===== config.mk =====
export PLATFORM = sky130hd
export DESIGN_NAME = writeback_merge
export DESIGN_NICKNAME = d
export VERILOG_FILES = /design/src/rtl/writeback_merge.sv
export SDC_FILE = /design/constraint.sdc
export NUM_CORES = 1
export LEC_CHECK = 0
export ABC_AREA = 1
export CORE_ASPECT_RATIO = 1.5
export CORE_MARGIN = 2
export CORE_UTILIZATION = 60
export DETAILED_ROUTE_END_ITERATION = 7
export MAX_ROUTING_LAYER = met4
export PLACE_DENSITY = 0.89
export REMOVE_ABC_BUFFERS = 1
export SYNTH_ARGS = -nofsm -noshare
export SYNTH_HDL_FRONTEND = slang
export SYNTH_SLANG_ARGS = --single-unit
export TNS_END_PERCENT = 1

===== constraint.sdc =====
create_clock -name elk -period 6 [get_ports elk]
set_clock_uncertainty 0.2 [all_clocks]
set_input_delay 1.2 -clock elk [delete_from_list [all_inputs] [get_ports elk]]
set_output_delay 1.2 -clock elk [all_outputs]
set_load 0.01 [all_outputs]

===== src/rtl/writeback_merge.sv =====
// Writeback merge: ALU results take priority over load returns. Load returns that
// cannot be written at once wait in an in-order queue. Stale queued loads are squashed.
module writeback_merge #(
    parameter int DATA_W   = 32,
    parameter int ADDR_W   = 5,
    parameter int LQ_DEPTH = 4
) (
    input  logic                        elk,
    input  logic                        nrst,
    input  logic                        alu_valid,
    input  logic [ADDR_W-1:0]           alu_addr,
    input  logic [DATA_W-1:0]           alu_data,
    input  logic                        ld_valid,
    output logic                        ld_ready,
    input  logic [ADDR_W-1:0]           ld_addr,
    input  logic [DATA_W-1:0]           ld_data,
    output logic                        wr_en,
    output logic [ADDR_W-1:0]           wr_addr,
    output logic [DATA_W-1:0]           wr_data,
    output logic [$clog2(LQ_DEPTH):0]   lq_count,
    output logic                        squash_pulse
);
    localparam int PTR_W = $clog2(LQ_DEPTH);
    localparam int CNT_W = PTR_W + 1;

    logic [LQ_DEPTH-1:0]             q_valid;
    logic [LQ_DEPTH-1:0][ADDR_W-1:0] q_addr;
    logic [LQ_DEPTH-1:0][DATA_W-1:0] q_data;
    logic [PTR_W-1:0]                head, tail;

    logic                accept, empty, enq, deq, squash, ld_kill, any_kill;
    logic [LQ_DEPTH-1:0] kill_vec;
    logic                sel_valid;
    logic [ADDR_W-1:0]   sel_addr;
    logic [DATA_W-1:0]   sel_data;

    // Registered count only, so ready never depends on a same-cycle dequeue.
    assign ld_ready = (lq_count < CNT_W'(LQ_DEPTH));

    always_comb begin
        accept   = ld_valid && ld_ready;
        empty    = (lq_count == '0);
        deq      = !alu_valid && !empty;
        enq      = accept && (alu_valid || !empty);
        squash   = alu_valid && (alu_addr != '0);
        ld_kill  = squash && (ld_addr == alu_addr);
        for (int i = 0; i < LQ_DEPTH; i++)
            kill_vec[i] = squash && q_valid[i] && (q_addr[i] == alu_addr);
        any_kill = (|kill_vec) || (enq && ld_kill);

        sel_valid = 1'b0;
        sel_addr  = alu_addr;
        sel_data  = alu_data;
        if (alu_valid) begin
            sel_valid = (alu_addr != '0);
        end else if (!empty) begin
            // A killed head still consumes its slot and writes nothing.
            sel_valid = q_valid[head] && (q_addr[head] != '0);
            sel_addr  = q_addr[head];
            sel_data  = q_data[head];
        end else if (accept) begin
            sel_valid = (ld_addr != '0);
            sel_addr  = ld_addr;
            sel_data  = ld_data;
        end
    end

    always_ff @(posedge elk or negedge nrst) begin
        if (!nrst) begin
            q_valid      <= '0;
            q_addr       <= '0;
            q_data       <= '0;
            head         <= '0;
            tail         <= '0;
            lq_count     <= '0;
            wr_en        <= 1'b0;
            wr_addr      <= '0;
            wr_data      <= '0;
            squash_pulse <= 1'b0;
        end else begin
            for (int i = 0; i < LQ_DEPTH; i++)
                if (kill_vec[i]) q_valid[i] <= 1'b0;
            if (deq) begin
                q_valid[head] <= 1'b0;
                head          <= head + PTR_W'(1);
            end
            // Tail is never live here: accept implies the queue is not full.
            if (enq) begin
                q_valid[tail] <= !ld_kill;
                q_addr[tail]  <= ld_addr;
                q_data[tail]  <= ld_data;
                tail          <= tail + PTR_W'(1);
            end
            lq_count     <= lq_count + CNT_W'(enq) - CNT_W'(deq);
            squash_pulse <= any_kill;
            wr_en        <= sel_valid;
            if (sel_valid) begin
                wr_addr <= sel_addr;
                wr_data <= sel_data;
            end
        end
    end
endmodule

* Word-level counts from Yosys, hierarchy flattened
Cells that the tools add are included.
** Word-level totals
- Bits in registers :: 198
- Bits in latches :: 0
- Word-level logic and storage cells :: 91
- Bits in writable memories :: 0
- Memories :: 0
- Memory bits (read-only) :: 0
- Output and inout port bits :: 43
** Cells by class
- Equal/unequal tests :: 5
- Divide/modulo/power cells :: 0
- Bitwise logic cells :: 2
- Multiplexer cells :: 32
- Add/sub/neg operators :: 4
- Multipliers :: 0
- Shifts and indexed selects :: 0
- Order comparisons :: 5
- Reductions and logical operators :: 27
** Operators by type and width (number)
- $mux W32 :: 5
- $bwmux W128 :: 1
- $bmux W32 S2 :: 1
- $demux W32 S2 :: 1
- $eq A5 B5 Y1 :: 5
- $mux W5 :: 5
- $bwmux W20 :: 1
- $logic_and A1 B1 Y1 :: 17
- $reduce_bool A5 Y1 :: 3
- $bmux W5 S2 :: 1
- $demux W5 S2 :: 1
- $mux W1 :: 10
- $mux W4 :: 2
- $lt A2 B3 Y1 const B :: 2
- $add A2 B1 Y2 const B :: 2
- $and A4 B4 Y4 :: 1
- $bwmux W4 :: 1
- $demux W1 S2 :: 2
- $ge A2 B1 Y1 const B :: 2
- $not A4 Y4 :: 1
- $reduce_or A4 Y1 :: 1
- $add A3 B1 Y3 :: 1
- $logic_not A1 Y1 :: 3
- $logic_not A3 Y1 :: 1
- 4 further kinds :: 5

* Logic depth before layout (Yosys ltp)
Gate-level depths: netlist of run 1.
- Depth in word-level cells :: 9
- Gate-level depth with buffers :: 12
- Mapped depth without buffers :: 12

* Least setup slack after synthesis of run 1
No wires, ideal clock.
- Kind :: input -> register
- From :: input alu_valid
- To :: register lq_count[2]
- Slack :: 2810 ps
- Data required time :: 5671 ps
- Stages :: 11
- Path buffers :: 1
- Arrival time :: 2862 ps
- Cells stage by stage :: inv_2 -> nand2_2 -> inv_2 -> clkbuf_1 -> ha_1 -> inv_1 -> ha_1 -> inv_1 -> fa_1 -> xnor2_1 -> xor2_1
** RTL lines
- start, declared :: RTL line 10 : input logic alu_valid,
- $logic_not A1 Y1 :: RTL line 43 : deq = !alu_valid && !empty;
- $logic_and A1 B1 Y1 :: RTL line 43
- named net deq :: RTL line 31 : logic accept, empty, enq, deq, squash, ld_kill, any_kill;
- $sub A3 B1 Y3 :: RTL line 94 : lq_count <= lq_count + CNT_W'(enq) - CNT_W'(deq);
- end signal, assigned :: RTL line 94
- end, declared :: RTL line 20 : output logic [$clog2(LQ_DEPTH):0] lq_count,
The timed path passes the listed nets, and every way through them passes these cells.
A chain may end at the register's enable or synchronous reset.

* Final worst setup path of run 1
- From :: register head[0]
- To :: register wr_addr[4]
** Between the ends
- Longest elaborated chain between the ends :: 6
** RTL lines
- start, declared :: RTL line 29 : logic [PTR_W-1:0] head, tail;
- start signal, assigned :: RTL line 85 : head <= head + PTR_W'(1);
- $bmux W5 S2 :: RTL line 58, 59
- $mux W5 (not written as such) :: RTL line 58, 59
- $reduce_bool A5 Y1 :: RTL line 58 : sel_valid = q_valid[head] && (q_addr[head] != '0);
- $logic_and A1 B1 Y1 :: RTL line 58
- $mux W1 :: RTL line 56 : end else if (!empty) begin
- $mux W1 :: RTL line 54 : if (alu_valid) begin
- end signal, assigned :: RTL line 98 : wr_addr <= sel_addr;
- end, declared :: RTL line 18 : output logic [ADDR_W-1:0] wr_addr,
Parallel ways exist; a longest one is shown, timed or not. The select of a mux whose other input is x is not followed.

==> implementation parameters, run 1 <==
Parameter                              Value

Route
  Number of vias per cell after detailed routing ... about 6.0
  DRC viols ... 0
  Routed vias ... 9284
  Drt wl/cell ... between 15 and 20 um
  Final ANT Viol Nets ... 0
  Number of iterations in the first detailed-routing pass ... 6
  Total routed wirelength ... 27.2 mm
  1st-iter DRT viols ... ~970

Global routing
  GRT Residual Overflow ... 0
  Largest net degree at the start of global routing ... 125
  Wire length of the first global-routing pass ... 44.3 mm
  Global-route usage over all layers ... roughly a third
  Number of antenna violations at the first check in global routing ... 0
  Number of global-route vias before repair ... 9192

Timing
  Fmax achieved ... between 0.2 and 0.25 GHz
  Period utilization ... 78.1%
  Setup violation total in the final timing report ... 0
  Max Transition Viols Final ... 0
  RSZ-0062 raised after global routing ... no
  Slew Limit Headroom ... 18.6%
  Sum Neg Setup Slack ... 0 ns
  Pin slew with the least headroom to its limit ... 1.22 ns
  Final worst path period need ... about 4.7 ns
  Total count of hold-check failures in the final report ... 0

Clocking
  Largest buffer count on any clock path ... 2
  Number of buffers inserted during clock tree synthesis ... 17
  Clock-pin slew on the worst setup and hold paths ... 0.07 ns
  Post-cts sizing count ... 0
  Number of H-tree levels ... 4
  Insertion delay of the later-clocked pin in the worst-skew pair ... 0.44 ns
  Post CTS Setup Buffer Count ... 0
  CTS tree ... done
  TritonCTS sink count ... 198
  Clock tree root buffer cell ... sky130_fd_sc_hd__clkbuf_16
  Post-CTS Hold Fix Bufs ... 0

Setup path
  Type of the worst setup path ... reg -> reg
  Reg-to-reg slack, setup ... 1.31 ns
  Kind of launch point of the worst setup path ... flip-flop
  Maximum net fanout on the critical path ... 46
  Worst setup EP type ... flip-flop
  Critical register-to-register path startpoint ... head[0]$_DFFE_PN0P_
  Signal arrival time at the worst endpoint ... between 4 and 5 ns
  Destination of the worst register-to-register timing path ... wr_addr[4]$_DFFE_PN0P_
  Worst Reg-to-Reg Cells ... 10
  Critical path required time ... 6.13 ns

Worst hold path
  Cells on Worst Hold Path ... 2
  Hold path endpoint ... q_data[58]$_DFFE_PN0P_
  Worst min-delay path startpoint ... q_data[58]$_DFFE_PN0P_
  HP Class ... reg -> reg

Placed design
  DP Wirelength ... 16.6 mm
  Total instance count after detailed placement ... 1522
  Routability congestion estimate from global placement ... ~0.96
  # port buffers ... 120

Run
  Number of maximum-capacitance violations ... 0

Finish
  Final std cells w/o fill ... 1553
  Share of post-route cells with drive strength above 1 ... 4.68%
  Layout area overhead ... 17.5%
  Total inserted antenna cells ... 0
  Filler cell count in the final layout ... 1284
  Post-layout net count ... around 1400

Yosys
  Area leader, netlist ... sky130_fd_sc_hd__dfrtp_1
  Post-Synthesis Cell Area ... 9840 sq um
  Part of the Yosys area used for sequential elements ... 50.3%
  Avg Cell Area, Syn ... 7.77 sq um
  Top cell type's share of synthesized area ... between 50% and 60%
  Synth Instances ... roughly 1300
  Count of unique library cells instantiated by Yosys ... 29
  Leading cell types by total area after synthesis ... sky130_fd_sc_hd__dfrtp_1, sky130_fd_sc_hd__nand2_1, sky130_fd_sc_hd__o21ai_0, sky130_fd_sc_hd__nand3_1, sky130_fd_sc_hd__nor2_1
  Warnings from Yosys ... 0
  Count of state elements after synthesis ... roughly 200

Die
  Die area ... approximately 17000 sq um
  I/O pin count ... 121
  Die Span X ... 109 um
  Initial cell density of the core ... 61.1%
  Die Y-Extent ... 161 um
  Core region area ... 16100 sq um
  Number of placement rows ... 57

Power and ir drop
  Leakage ... 5.52 nW
  Power density over the cells ... 512 nW/um^2
  Overall power after layout ... slightly below 0.006 W
  Maximum resistive drop on vdd ... ~0.33 mV

Run status
  Run status ... completed
through the flow:
stage | hold slack (ns) | utilization (%) | cell area [sq um] | setup slack (ns)
2_1_floorplan | 0.248 | - | 9440 | 1.40
3_3_place_gp | 0.261 | 68.4 | 11000 | 1.34
3_5_place_dp | 0.268 | 68.4 | 11000 | 1.25
4_1_cts | 0.284 | 71.8 | 11600 | 1.39
5_1_grt | 0.304 | 71.8 | 11600 | 1.09
6_report | 0.282 | 71.8 | 11600 | 1.31
power breakdown:
group	switching (W)	internal [W]
Combinational	0.00149	0.000976
Clock	0.000492	0.000584
Sequential	0.000439	0.00194
placed cells by master, fill, tap and decap left out, drive strengths merged, types with 4 or more instances in the layout:
master / count
clkdlybuf4s50: 119
nand3: 89
buf: 14
dfrtp: 198
nand2: 422
xor2: 6
ha: 10
xnor2: 13
clkbuf: 26
nor2: 87
o21ai: 237
o211ai: 9
inv: 70
nand4: 4
o22ai: 31
area by class of cell:
cell class	count	area [sq um]	share of cell area, %
clock buffer	25	505	4.37
clock inverter	6	40.0	0.346
inverter	68	255	2.21
multi-input combinational	916	4250	36.7
sequential	198	4960	42.8
tap	206	258	2.23
timing repair buffer	134	1310	11.3
worst max-delay path, stage by stage (launching register included):
cell and delay, ns:
sky130_fd_sc_hd__dfrtp_2 0.95, sky130_fd_sc_hd__inv_2 0.55, sky130_fd_sc_hd__nand2_1 0.21, sky130_fd_sc_hd__nand3_1 0.09, sky130_fd_sc_hd__nand2_1 0.15, sky130_fd_sc_hd__nand2_1 0.10
sky130_fd_sc_hd__o21bai_4 0.82, sky130_fd_sc_hd__nand2_1 0.84, sky130_fd_sc_hd__buf_4 0.47, sky130_fd_sc_hd__nand2_1 0.09, sky130_fd_sc_hd__nand2_1 0.05
worst max path at each step:
stage / from / endpoint
4_1_cts: head[0]$_DFFE_PN0P_ / wr_addr[4]$_DFFE_PN0P_
3_5_place_dp: alu_valid / wr_data[30]$_DFFE_PN0P_
3_3_place_gp: alu_valid / wr_addr[1]$_DFFE_PN0P_
5_1_grt: head[0]$_DFFE_PN0P_ / wr_data[30]$_DFFE_PN0P_
6_report: head[0]$_DFFE_PN0P_ / wr_addr[4]$_DFFE_PN0P_
2_1_floorplan: head[0]$_DFFE_PN0P_ / wr_addr[0]$_DFFE_PN0P_
synthesized netlist by cell type:
cell type	instances
sky130_fd_sc_hd__o21ai_1	9
sky130_fd_sc_hd__a21oi_1	1
sky130_fd_sc_hd__xnor2_1	13
sky130_fd_sc_hd__buf_1	1
sky130_fd_sc_hd__nand3_1	89
sky130_fd_sc_hd__xor2_1	6
sky130_fd_sc_hd__ha_1	10
sky130_fd_sc_hd__nor2_2	2
sky130_fd_sc_hd__o21bai_2	1
sky130_fd_sc_hd__fa_1	1
sky130_fd_sc_hd__o221ai_1	2
sky130_fd_sc_hd__inv_1	59
sky130_fd_sc_hd__o21ai_0	228
sky130_fd_sc_hd__nand2_1	420
sky130_fd_sc_hd__buf_4	17
sky130_fd_sc_hd__nor3_1	1
sky130_fd_sc_hd__dfrtp_1	198
sky130_fd_sc_hd__o22ai_1	31
sky130_fd_sc_hd__a21oi_2	1
sky130_fd_sc_hd__nand2_4	1
sky130_fd_sc_hd__inv_2	9
sky130_fd_sc_hd__o2111ai_1	1
sky130_fd_sc_hd__nand2_2	1
sky130_fd_sc_hd__nor2_4	2
sky130_fd_sc_hd__nand4_1	4
sky130_fd_sc_hd__nor2_1	83
sky130_fd_sc_hd__o211ai_1	9
sky130_fd_sc_hd__buf_2	20
sky130_fd_sc_hd__clkbuf_1	47
layer usage:
| metal | GRT usage [%] | vias to the layer above | part of all wire, % |
|---|---|---|---|
| met5 | - | - | 0 |
| met2 | 53.4 | 546 | 49 |
| li1 | - | 4257 | - |
| met1 | 39.5 | 4352 | 37 |
| met4 | 20.1 | 0 | 5.7 |
| met3 | 6.01 | 129 | 8.2 |
sequential cells by signal, summed over array words and instances (netlist names):
signal	flops
q_valid	4
squash_pulse	1
tail	2
wr_data	32
wr_addr	5
q_data	128
lq_count	3
head	2
q_addr	20
wr_en	1
cells by family (layout without fill, tap and decap cells):
kind of cell               after synthesis  after routing  synth area share [%]
and+or+nand+nor                        603            603                  24.5
AOI/OAI and AO/OA                      283            283                  15.2
DFF                                    198            198                  50.3
buffers and inverters                  153            233                  6.74
xor gates and xnor gates                19             19                  1.69
adders and majority gates               11             11                  1.47
No activity file was read; power rests on OpenSTA's default activity.
==> inputs of run 2 (changes only) <==
Settings changed: CORE_UTILIZATION 60 to 51, PLACE_DENSITY 0.89 to 0.81.
Clock period 6 ns to 4 ns, I/O delays scaled along.
==> run 2 against run 1 <==
  * Wire length fell by 3.6%
  * Largest cell class unchanged
  * Critical path depth decreased by 1
  * Flip-flop and latch count unchanged
  * First-iteration DRC count shrank 11%
  * Hold slack worse by 0.049 ns
==> implementation parameters, run 2 (same netlist as run 1, synthesis figures left out) <==
Parameter                              Value

Run status
  Run status ... completed

Setup path
  Number of gates on the worst path with buffers counted ... 9
  Kind of launch point of the worst setup path ... primary input
  Worst Reg-to-Reg Cells ... 9
  Buffer and inverter count on the worst path ... 3
  Launch point of the worst path ... alu_valid
  Chain of cells forming the critical path ... clkdlybuf4s50_1 -> buf_4 -> nor2_1 -> inv_1 -> nor2_2 -> a21oi_4 -> nand2_2 -> nand2_1 -> nand2_1
  Delay contributed by the slowest stage of the critical path ... 0.56 ns
  Signal arrival time at the worst endpoint ... ~3.0 ns
  Critical path required time ... 4.12 ns
  Most prevalent standard cell on the critical path ... sky130_fd_sc_hd__nand2_1
  Worst setup EP type ... flip-flop
  Type of the worst setup path ... in -> reg
  Slowest stage cell on the critical path ... sky130_fd_sc_hd__clkdlybuf4s50_1
  Maximum net fanout on the critical path ... 38
  Critical register-to-register path startpoint ... head[0]$_DFFE_PN0P_
  CP top delay family ... buffers and inverters
  Reg-to-reg slack, setup ... between 1 and 1.5 ns

Finish
  Final std cells w/o fill ... approximately 1600
  Post-layout net count ... about 1400
  Final design instance area without fill ... approximately 12000 sq um
  Final Core Density ... 62.0%
  Max FFs per register ... between 100 and 150
  Leading cell type in the layout, fill and taps excluded ... sky130_fd_sc_hd__nand2_1
  Reg with most FFs ... q_data
  Most frequent cells in the layout ... sky130_fd_sc_hd__nand2_1, sky130_fd_sc_hd__o21ai_0, sky130_fd_sc_hd__dfrtp_1
  Total inserted antenna cells ... 0
  Layout area overhead ... 19.7%
  Registers with the highest flip-flop counts ... q_data: 128 flops, wr_data: 32 flops, q_addr: 20 flops
  Share of post-route cells with drive strength above 1 ... 5.40%

Placed design
  Total instance count after detailed placement ... ~1600
  # port buffers ... 120
  DP Wirelength ... 16.4 mm
  Instance area after placement ... 11200 sq um
  Routability congestion estimate from global placement ... 0.963

Clocking
  Largest buffer count on any clock path ... 2
  Insertion delay of the later-clocked pin in the worst-skew pair ... 0.43 ns
  Number of H-tree levels ... 4
  Clock tree root buffer cell ... sky130_fd_sc_hd__clkbuf_16
  Number of buffers inserted during clock tree synthesis ... 17
  CTS tree ... done
  Post-CTS Hold Fix Bufs ... 0
  Clock-pin slew on the worst setup and hold paths ... 0.07 ns
  Post-cts sizing count ... 0
  Post CTS Setup Buffer Count ... 0
  TritonCTS sink count ... 198

Route
  DRC viols ... 0
  Number of iterations in the first detailed-routing pass ... 6
  Routed vias ... 8863
  Drt wl/cell ... 16.3 um
  1st-iter DRT viols ... 865
  Number of vias per cell after detailed routing ... 5.51
  Total routed wirelength ... 26.2 mm
  Final ANT Viol Nets ... 0

Timing
  Setup violation total in the final timing report ... 0
  Pin slew with the least headroom to its limit ... 1.13 ns
  Max Transition Viols Final ... 0
  Period utilization ... between 70 and 80%
  RSZ-0062 raised after global routing ... no
  Slew Limit Headroom ... ~24%
  Final worst path period need ... 2.92 ns
  Fmax achieved ... 0.342 GHz
  Total count of hold-check failures in the final report ... 0
  Final Hold Slack ... 0.233 ns

Die
  Die Y-Extent ... 174 um
  Die Span X ... roughly 120 um
  Die area ... 20500 sq um
  Number of placement rows ... 62
  Core region area ... 19000 sq um
  Initial cell density of the core ... 51.8%
  I/O pin count ... 121

Global routing
  Number of antenna violations at the first check in global routing ... 0
  Global routing usage on met1 ... 32.4%
  Routing layer with the top usage in global route ... met2
  Met3 track demand over resource in global routing ... 3.25%
  Wire length of the first global-routing pass ... 43.6 mm
  Number of global-route vias before repair ... 8724
  GRT Residual Overflow ... 0
  Met2 routing resource usage after global routing ... 46.2%
  Global-route usage over all layers ... 27.1%
  Largest net degree at the start of global routing ... 100

Power and ir drop
  Leakage ... 5.59 nW
  Power density over the cells ... 764 nW/um^2
  Overall power after layout ... 0.00900 W
  Maximum resistive drop on vdd ... around 0.4 mV

Run
  Number of maximum-capacitance violations ... 0

Worst hold path
  HP Class ... in -> async
-- run 2: per-stage QoR --
step           setup slack (ns)  setup TNS, ns
2_1_floorplan            -0.603         -22.91
3_3_place_gp              0.671              0
3_5_place_dp              0.650              0
4_1_cts                    1.11              0
5_1_grt                   0.892              0
6_report                   1.08              0
-- run 2: report_power, final --
part | switching (W) | internal (W)
Combinational | 0.00225 | 0.00149
Sequential | 0.000559 | 0.00291
Clock | 0.000793 | 0.00100
Total | 0.00360 | 0.00540
-- run 2: worst register-to-register path: stages, from the launching register on --
cell,delay (ns)
sky130_fd_sc_hd__dfrtp_2,0.36
sky130_fd_sc_hd__buf_4,0.67
sky130_fd_sc_hd__nand2_1,0.14
sky130_fd_sc_hd__nand3_1,0.12
sky130_fd_sc_hd__nand2_1,0.11
sky130_fd_sc_hd__nand3_1,0.17
sky130_fd_sc_hd__o21bai_4,0.07
sky130_fd_sc_hd__nand2_2,0.65
sky130_fd_sc_hd__nand2_1,0.15
sky130_fd_sc_hd__nand2_1,0.10
-- run 2: metal layers --
layer | share of wire (%) | up-vias
met4 | 3.1 | 0
li1 | - | 4261
met5 | 0 | -
met3 | 6.3 | 72
met2 | 51 | 373
met1 | 40 | 4157
-- run 2: final cells by class --
type,count,area (sq um)
Tap cell,256,320
Multi-Input combinational cell,916,4250
Clock inverter,14,188
Inverter,68,255
Sequential cell,198,4960
Clock buffer,17,425
Timing Repair Buffer,140,1390
Fill cell,1671,7220
-- run 2: worst paths after layout --
kind | endpoint
worst max-delay path | wr_data[31]$_DFFE_PN0P_
worst min-delay path | wr_data[6]$_DFFE_PN0P_
worst max register to register | wr_data[31]$_DFFE_PN0P_
worst min register to register | q_data[46]$_DFFE_PN0P_
max in group asynchronous | q_addr[9]$_DFFE_PN0P_
min in group elk | q_data[46]$_DFFE_PN0P_
